`config.mk`:
```
export PLATFORM = sky130hd
export DESIGN_NAME = dump_sequencer
export DESIGN_NICKNAME = d
export VERILOG_FILES = /design/src/rtl/dump_sequencer.sv
export SDC_FILE = /design/constraint.sdc
export NUM_CORES = 1
export LEC_CHECK = 0
export BUFFER_PORTS_ARGS = -buffer_cell sky130_fd_sc_hd__buf_4
export CORE_MARGIN = 5
export CORE_UTILIZATION = 45
export DETAILED_ROUTE_END_ITERATION = 8
export HOLD_SLACK_MARGIN = 0.12
export PLACE_DENSITY = 0.8
export SLEW_MARGIN = 20
export SYNTH_ARGS = -nofsm -noshare
export SYNTH_HDL_FRONTEND = slang
export SYNTH_SLANG_ARGS = --single-unit
```
`constraint.sdc`:
```
create_clock -name clk -period 2.9 [get_ports clk]
set_input_delay 0.29 -clock clk [delete_from_list [all_inputs] [get_ports clk]]
set_output_delay 0.29 -clock clk [all_outputs]
set_load 0.01 [all_outputs]
```
`src/rtl/dump_sequencer.sv`:
```
// rtl/dump_sequencer.sv - fetches calibration over SPI, then streams capture RAM to the UART
// Optional header byte before the samples: define DUMP_HEADER_EN.
module dump_sequencer #(
  parameter int          DEPTH     = 512,
  parameter int          AW        = 9,
  parameter logic [2:0]  EEP_SS    = 3'b100,
  parameter logic [15:0] SPI_DUMMY = 16'hBCBC
) (
  input  logic          clk,
  input  logic          rst_n,
  input  logic          dump,
  input  logic [1:0]    dump_ch,
  input  logic [2:0]    ch1_AFEgain,
  input  logic [2:0]    ch2_AFEgain,
  input  logic [2:0]    ch3_AFEgain,
  input  logic [AW-1:0] trig_addr,
  output logic          wrt_SPI,
  output logic [15:0]   SPI_data,
  output logic [2:0]    ss,
  input  logic          SPI_done,
  input  logic [7:0]    EEP_data,
  output logic          flopOffset,
  output logic          flopGain,
  output logic [AW-1:0] ram_addr,
  output logic          ram_en,
  input  logic [7:0]    smpl,
  output logic [7:0]    tx_data,
  output logic          trmt,
  input  logic          tx_done,
  output logic          busy,
  output logic          dump_done
);

  typedef enum logic [3:0] {
    IDLE, OFF_CMD, OFF_W1, OFF_W2, GAIN_CMD, GAIN_W1, GAIN_W2,
    HDR, HDR_W, RD, LAT, TXW, DONE, ERR, ERR_W
  } state_t;

  state_t        state, nxt_state;
  logic [1:0]    ch_r;
  logic [2:0]    g_r;
  logic [2:0]    g_sel;
  logic [AW-1:0] rd_ptr;
  logic [AW:0]   cnt;
  logic          last_smpl;

  always_comb begin
    case (dump_ch)
      2'd0:    g_sel = ch1_AFEgain;
      2'd1:    g_sel = ch2_AFEgain;
      default: g_sel = ch3_AFEgain;
    endcase
  end

  assign last_smpl = (cnt == (AW+1)'(DEPTH-1));

  always_ff @(posedge clk or negedge rst_n) begin
    if (!rst_n) begin
      state   <= IDLE;
      ch_r    <= '0;
      g_r     <= '0;
      rd_ptr  <= '0;
      cnt     <= '0;
      tx_data <= '0;
      trmt    <= 1'b0;
    end else begin
      state <= nxt_state;
      trmt  <= 1'b0;
      case (state)
        IDLE: if (dump) begin
          ch_r   <= dump_ch;
          g_r    <= g_sel;
          cnt    <= '0;
          rd_ptr <= (trig_addr == AW'(DEPTH-1)) ? '0 : trig_addr + 1'b1;
        end
        // tx_data and trmt are registered together so the byte is stable under the strobe
        HDR: begin
          tx_data <= {6'b110100, ch_r};
          trmt    <= 1'b1;
        end
        LAT: begin
          tx_data <= smpl;
          trmt    <= 1'b1;
        end
        ERR: begin
          tx_data <= 8'hEE;
          trmt    <= 1'b1;
        end
        TXW: if (tx_done) begin
          cnt    <= cnt + 1'b1;
          rd_ptr <= (rd_ptr == AW'(DEPTH-1)) ? '0 : rd_ptr + 1'b1;
        end
        default: ;
      endcase
    end
  end

  always_comb begin
    nxt_state  = state;
    wrt_SPI    = 1'b0;
    SPI_data   = '0;
    ss         = '0;
    flopOffset = 1'b0;
    flopGain   = 1'b0;
    ram_en     = 1'b0;
    ram_addr   = '0;
    busy       = 1'b1;
    dump_done  = 1'b0;
    case (state)
      IDLE: begin
        busy = 1'b0;
        if (dump) nxt_state = (dump_ch == 2'd3) ? ERR : OFF_CMD;
      end
      OFF_CMD: begin
        ss        = EEP_SS;
        wrt_SPI   = 1'b1;
        SPI_data  = {2'b00, ch_r, g_r, 1'b0, 8'h00};
        nxt_state = OFF_W1;
      end
      OFF_W1: begin
        ss       = EEP_SS;
        SPI_data = SPI_DUMMY;
        if (SPI_done) begin
          wrt_SPI   = 1'b1;
          nxt_state = OFF_W2;
        end
      end
      OFF_W2: begin
        ss = EEP_SS;
        if (SPI_done) begin
          flopOffset = 1'b1;
          nxt_state  = GAIN_CMD;
        end
      end
      GAIN_CMD: begin
        ss        = EEP_SS;
        wrt_SPI   = 1'b1;
        SPI_data  = {2'b00, ch_r, g_r, 1'b1, 8'h00};
        nxt_state = GAIN_W1;
      end
      GAIN_W1: begin
        ss       = EEP_SS;
        SPI_data = SPI_DUMMY;
        if (SPI_done) begin
          wrt_SPI   = 1'b1;
          nxt_state = GAIN_W2;
        end
      end
      GAIN_W2: begin
        ss = EEP_SS;
        if (SPI_done) begin
          flopGain = 1'b1;
`ifdef DUMP_HEADER_EN
          nxt_state = HDR;
`else
          nxt_state = RD;
`endif
        end
      end
      HDR:   nxt_state = HDR_W;
      HDR_W: if (tx_done) nxt_state = RD;
      RD: begin
        ram_en    = 1'b1;
        ram_addr  = rd_ptr;
        nxt_state = LAT;
      end
      LAT: nxt_state = TXW;
      TXW: if (tx_done) nxt_state = last_smpl ? DONE : RD;
      DONE: begin
        busy      = 1'b0;
        dump_done = 1'b1;
        nxt_state = IDLE;
      end
      ERR:   nxt_state = ERR_W;
      ERR_W: if (tx_done) nxt_state = DONE;
      default: nxt_state = IDLE;
    endcase
  end

endmodule
```
==> summary.md <==
| Metric | Value |
|---|---|
| Outcome | `complete, no violations` |
| Required time of the critical path | `2.61 ns` |
| Synth warnings | `0` |
| Post-Syn Area per Cell | `approximately 8.2 um2` |
| Num CTS Buffers | `5` |
| Initial antenna violation count | `0` |
| Met3 wire length | `430 um` |
| FFs w/ async S/R, synth | `100%` |
| Gr usage total | `19.0%` |
| DR WL met2 | `3650 um` |
| Highest clock rate | `0.411 GHz` |
| Final period util | `between 80% and 90%` |
| Total iterations of the first detailed-routing run | `5` |
| Post-CTS sizing | `0` |
| Top layer reached by signal wires | `met4` |
| Placed cell area | `3330 um2` |
| Number of global-route vias before repair | `2,640` |
| FF+latch count, synth | `37` |
| Worst setup path class | `register to output pin` |
| Net Sw Frac | `44.6%` |
| Initial Util | `45.5%` |
| Tmin final | `2.43 ns` |
| Area grow syn2layout | `21.6%` |
| Synth unique cells | `59` |
| Drt initial violations | `237` |
| Postcts setup bufs | `0` |
| Ports | `84` |
| Detailed-route vias per instance | `5.88` |
| Most used DFF post-synth | `dfrtp_1` |
| Row count | `29` |
| DRC | `0` |
| NumNets Final | `449` |
| Leakage power | `around 1.5 nW` |
| Startpoint Class | `register` |
| Final core utilization | `about 55%` |
| Crit-path max FO | `22` |
| Pwr Total | `between 3 and 4 mW` |
| CP endpoint kind | `output pin` |
| Final Hold Viols | `0` |
| Core Footprint | `approximately 6200 um2` |
| Clk pwr share | `14.1%` |
| Die Ht | `about 89 um` |
| Post-Syn Area | `2840 um2` |
| Reg power frac | `29.5%` |
| Avg WL per Cell | `15.1 um` |
| First-pass GRT wire length | `12,100 um` |
| Peak VDD IR | `459 uV` |
| Hold Crit Class | `primary input to register` |
| PortBufs | `69` |
| Gr ovfl total | `0` |
| Clk_skew | `approximately 0.0076 ns` |
| Layout cells sized above 1 | `a little over a fifth` |
| Setup_tns | `0 ns` |
| Hold Buf Count CTS | `1` |
| RePlAce Congestion | `0.883` |
| WL final | `7280 um` |
| Switch Pwr | `1.46 mW` |
| Post-synthesis sequential area ratio | `about 33%` |
| Design Area, Final | `3460 um2` |
| H-Tree Depth | `2` |
| Largest net degree at the start of global routing | `43` |
| Power per cell area | `944 nW/um2` |
| Setup violators final | `0` |
| Slew HR | `57.7%` |
| Max-slew violation count | `0` |
| Clock buffer depth | `2` |
| Clk Latency, worst-skew pair | `0.30 ns` |
| Die ar. | `8010 um2` |
| Worst slew pin tran | `a little over 0.6 ns` |
| Clock Pin Slew Worst Setup and Hold Paths | `0.08 ns` |
| Crit path DAT | `around 2.1 ns` |
| Met1 WL | `3100 um` |
| EDFF count, synth | `0` |
| Die width | `89.5 um` |
| Clk Tree Root Cell | `clkbuf_8` |
| Final HPWL DP | `5370 um` |
| Unrepaired setup endpoints after global routing | `false` |
| Detail Route Antenna Nets | `0` |
| Sink Count | `37` |
| Int Pwr | `1.81 mW` |
| MaxCap Viol Count | `0` |
| Vias | `2,830` |
| Gate power share | `56.4%` |
| Syn Inst Count | `348` |
| CTS tree | `yes` |
| Antenna diode count | `0` |
## through the flow
stage	setup slack [ns]	hold slack, ns	instances
2_1_floorplan	0.738	-0.00559	353
3_3_place_gp	0.657	0.275	472
3_5_place_dp	0.581	0.286	472
4_1_cts	0.473	0.216	481
5_1_grt	0.303	0.227	481
6_report	0.469	0.217	481
## critical path: stages, from the launching register on
cell and delay, ns:
dfrtp_1 0.74, buf_4 0.34, nand3b_1 0.13, nor2b_1 0.16, nor2_1 0.28, buf_4 0.19
## cells by family after synthesis
family          synth area share (%)
simple gates                    26.9
compound gates                  24.1
buf+inv                         8.27
flops                           32.6
xor+xnor                        3.70
fa+ha+maj                       2.55
mux                             1.76
other cells                    0.132
## per-layer routing
layer | GRT usage [%] | vias to the layer above
met5 | 0 | -
met4 | 6.36 | 0
met3 | 3.41 | 13
met2 | 30.9 | 80
met1 | 25.4 | 1360
li1 | - | 1377
## synthesized netlist by cell type, types with 3 or more instances
| library cell | n | area, um2 |
|---|---|---|
| nand3b_1 | 3 | 22.5 |
| a31oi_1 | 3 | 18.8 |
| inv_1 | 13 | 48.8 |
| o21ai_0 | 23 | 115 |
| a22o_1 | 7 | 61.3 |
| and4_1 | 3 | 26.3 |
| ha_1 | 5 | 62.6 |
| clkbuf_1 | 12 | 45.0 |
| xnor2_1 | 7 | 61.3 |
| dfrtp_1 | 37 | 926 |
| nand3_1 | 13 | 65.1 |
| nand2_1 | 25 | 93.8 |
| buf_4 | 11 | 82.6 |
| mux2i_1 | 5 | 50.1 |
| a221o_1 | 5 | 50.1 |
| nor2_1 | 38 | 143 |
| xor2_1 | 5 | 43.8 |
| a211oi_1 | 6 | 45.0 |
| nor3_1 | 6 | 30.0 |
| a21oi_1 | 20 | 100 |
| o21a_1 | 3 | 22.5 |
| or4_1 | 3 | 22.5 |
| nor2b_1 | 5 | 31.3 |
| buf_1 | 3 | 11.3 |
| nand2b_1 | 5 | 31.3 |
| o32ai_1 | 6 | 52.6 |
| and3_1 | 6 | 37.5 |
| and2_1 | 13 | 81.3 |
| o211ai_1 | 3 | 22.5 |
| nand4_1 | 6 | 37.5 |
| buf_2 | 5 | 25.0 |
| nand4bb_1 | 4 | 45.0 |
## state kept, by name (all words and copies together), names as in the netlist
signal,cells
cnt,10
rd_ptr,9
tx_data,8
state,4
g_r,3
ch_r,2
trmt,1
## worst paths after layout
| kind | cells past startpoint | start | endpoint | slack (ns) |
|---|---|---|---|---|
| setup / recovery | 5 | state[2]$_DFFE_PN0P_ | SPI_data[7] | 0.47 |
| max in group asynchronous | 2 | rst_n | state[0]$_DFFE_PN0P_ | 2.07 |
| setup reg to reg | 7 | rd_ptr[0]$_DFFE_PN0P_ | rd_ptr[6]$_DFFE_PN0P_ | 0.56 |
| min in group asynchronous | 2 | rst_n | tx_data[3]$_DFFE_PN0P_ | 0.49 |
| hold / removal | 2 | smpl[3] | tx_data[3]$_DFFE_PN0P_ | 0.22 |
| hold reg to reg | 2 | g_r[0]$_DFFE_PN0P_ | g_r[0]$_DFFE_PN0P_ | 0.48 |
## placed cells by master (no fill, tap or decap), types with 4 or more instances in the layout
cell type / instances
nand2_1: 25
clkbuf_8: 5
mux2i_1: 5
and2_1: 13
dfrtp_1: 37
conb_1: 6
buf_4: 75
nand3_1: 13
xnor2_1: 7
nor3_1: 6
a221o_1: 5
ha_1: 5
nor2b_1: 5
inv_1: 13
o32ai_1: 6
nor2_1: 38
nand2b_1: 5
nand4_1: 6
xor2_1: 5
o21ai_0: 23
a21oi_1: 20
nand4bb_1: 4
a22o_1: 7
and3_1: 6
a211oi_1: 6
## cell type report
| cell class | instances | area, um2 |
|---|---|---|
| Fill cell | 611 | 2790 |
| Multi-Input combinational cell | 270 | 1700 |
| Sequential cell | 37 | 926 |
| Timing Repair Buffer | 76 | 573 |
| Tap cell | 77 | 96.3 |
| Clock buffer | 6 | 72.6 |
| Inverter | 13 | 48.8 |
| Clock inverter | 2 | 38.8 |
## power groups by stage
stage	Sequential (mW)	Clock, mW	Combinational (mW)
floorplan	0.897	0	1.35
global placement	0.951	0	1.78
detailed placement	0.967	0	1.84
CTS	0.959	0.466	1.85
global route	1.00	0.489	2.06
finish	0.961	0.461	1.84
(Power assumes the default switching activity.)
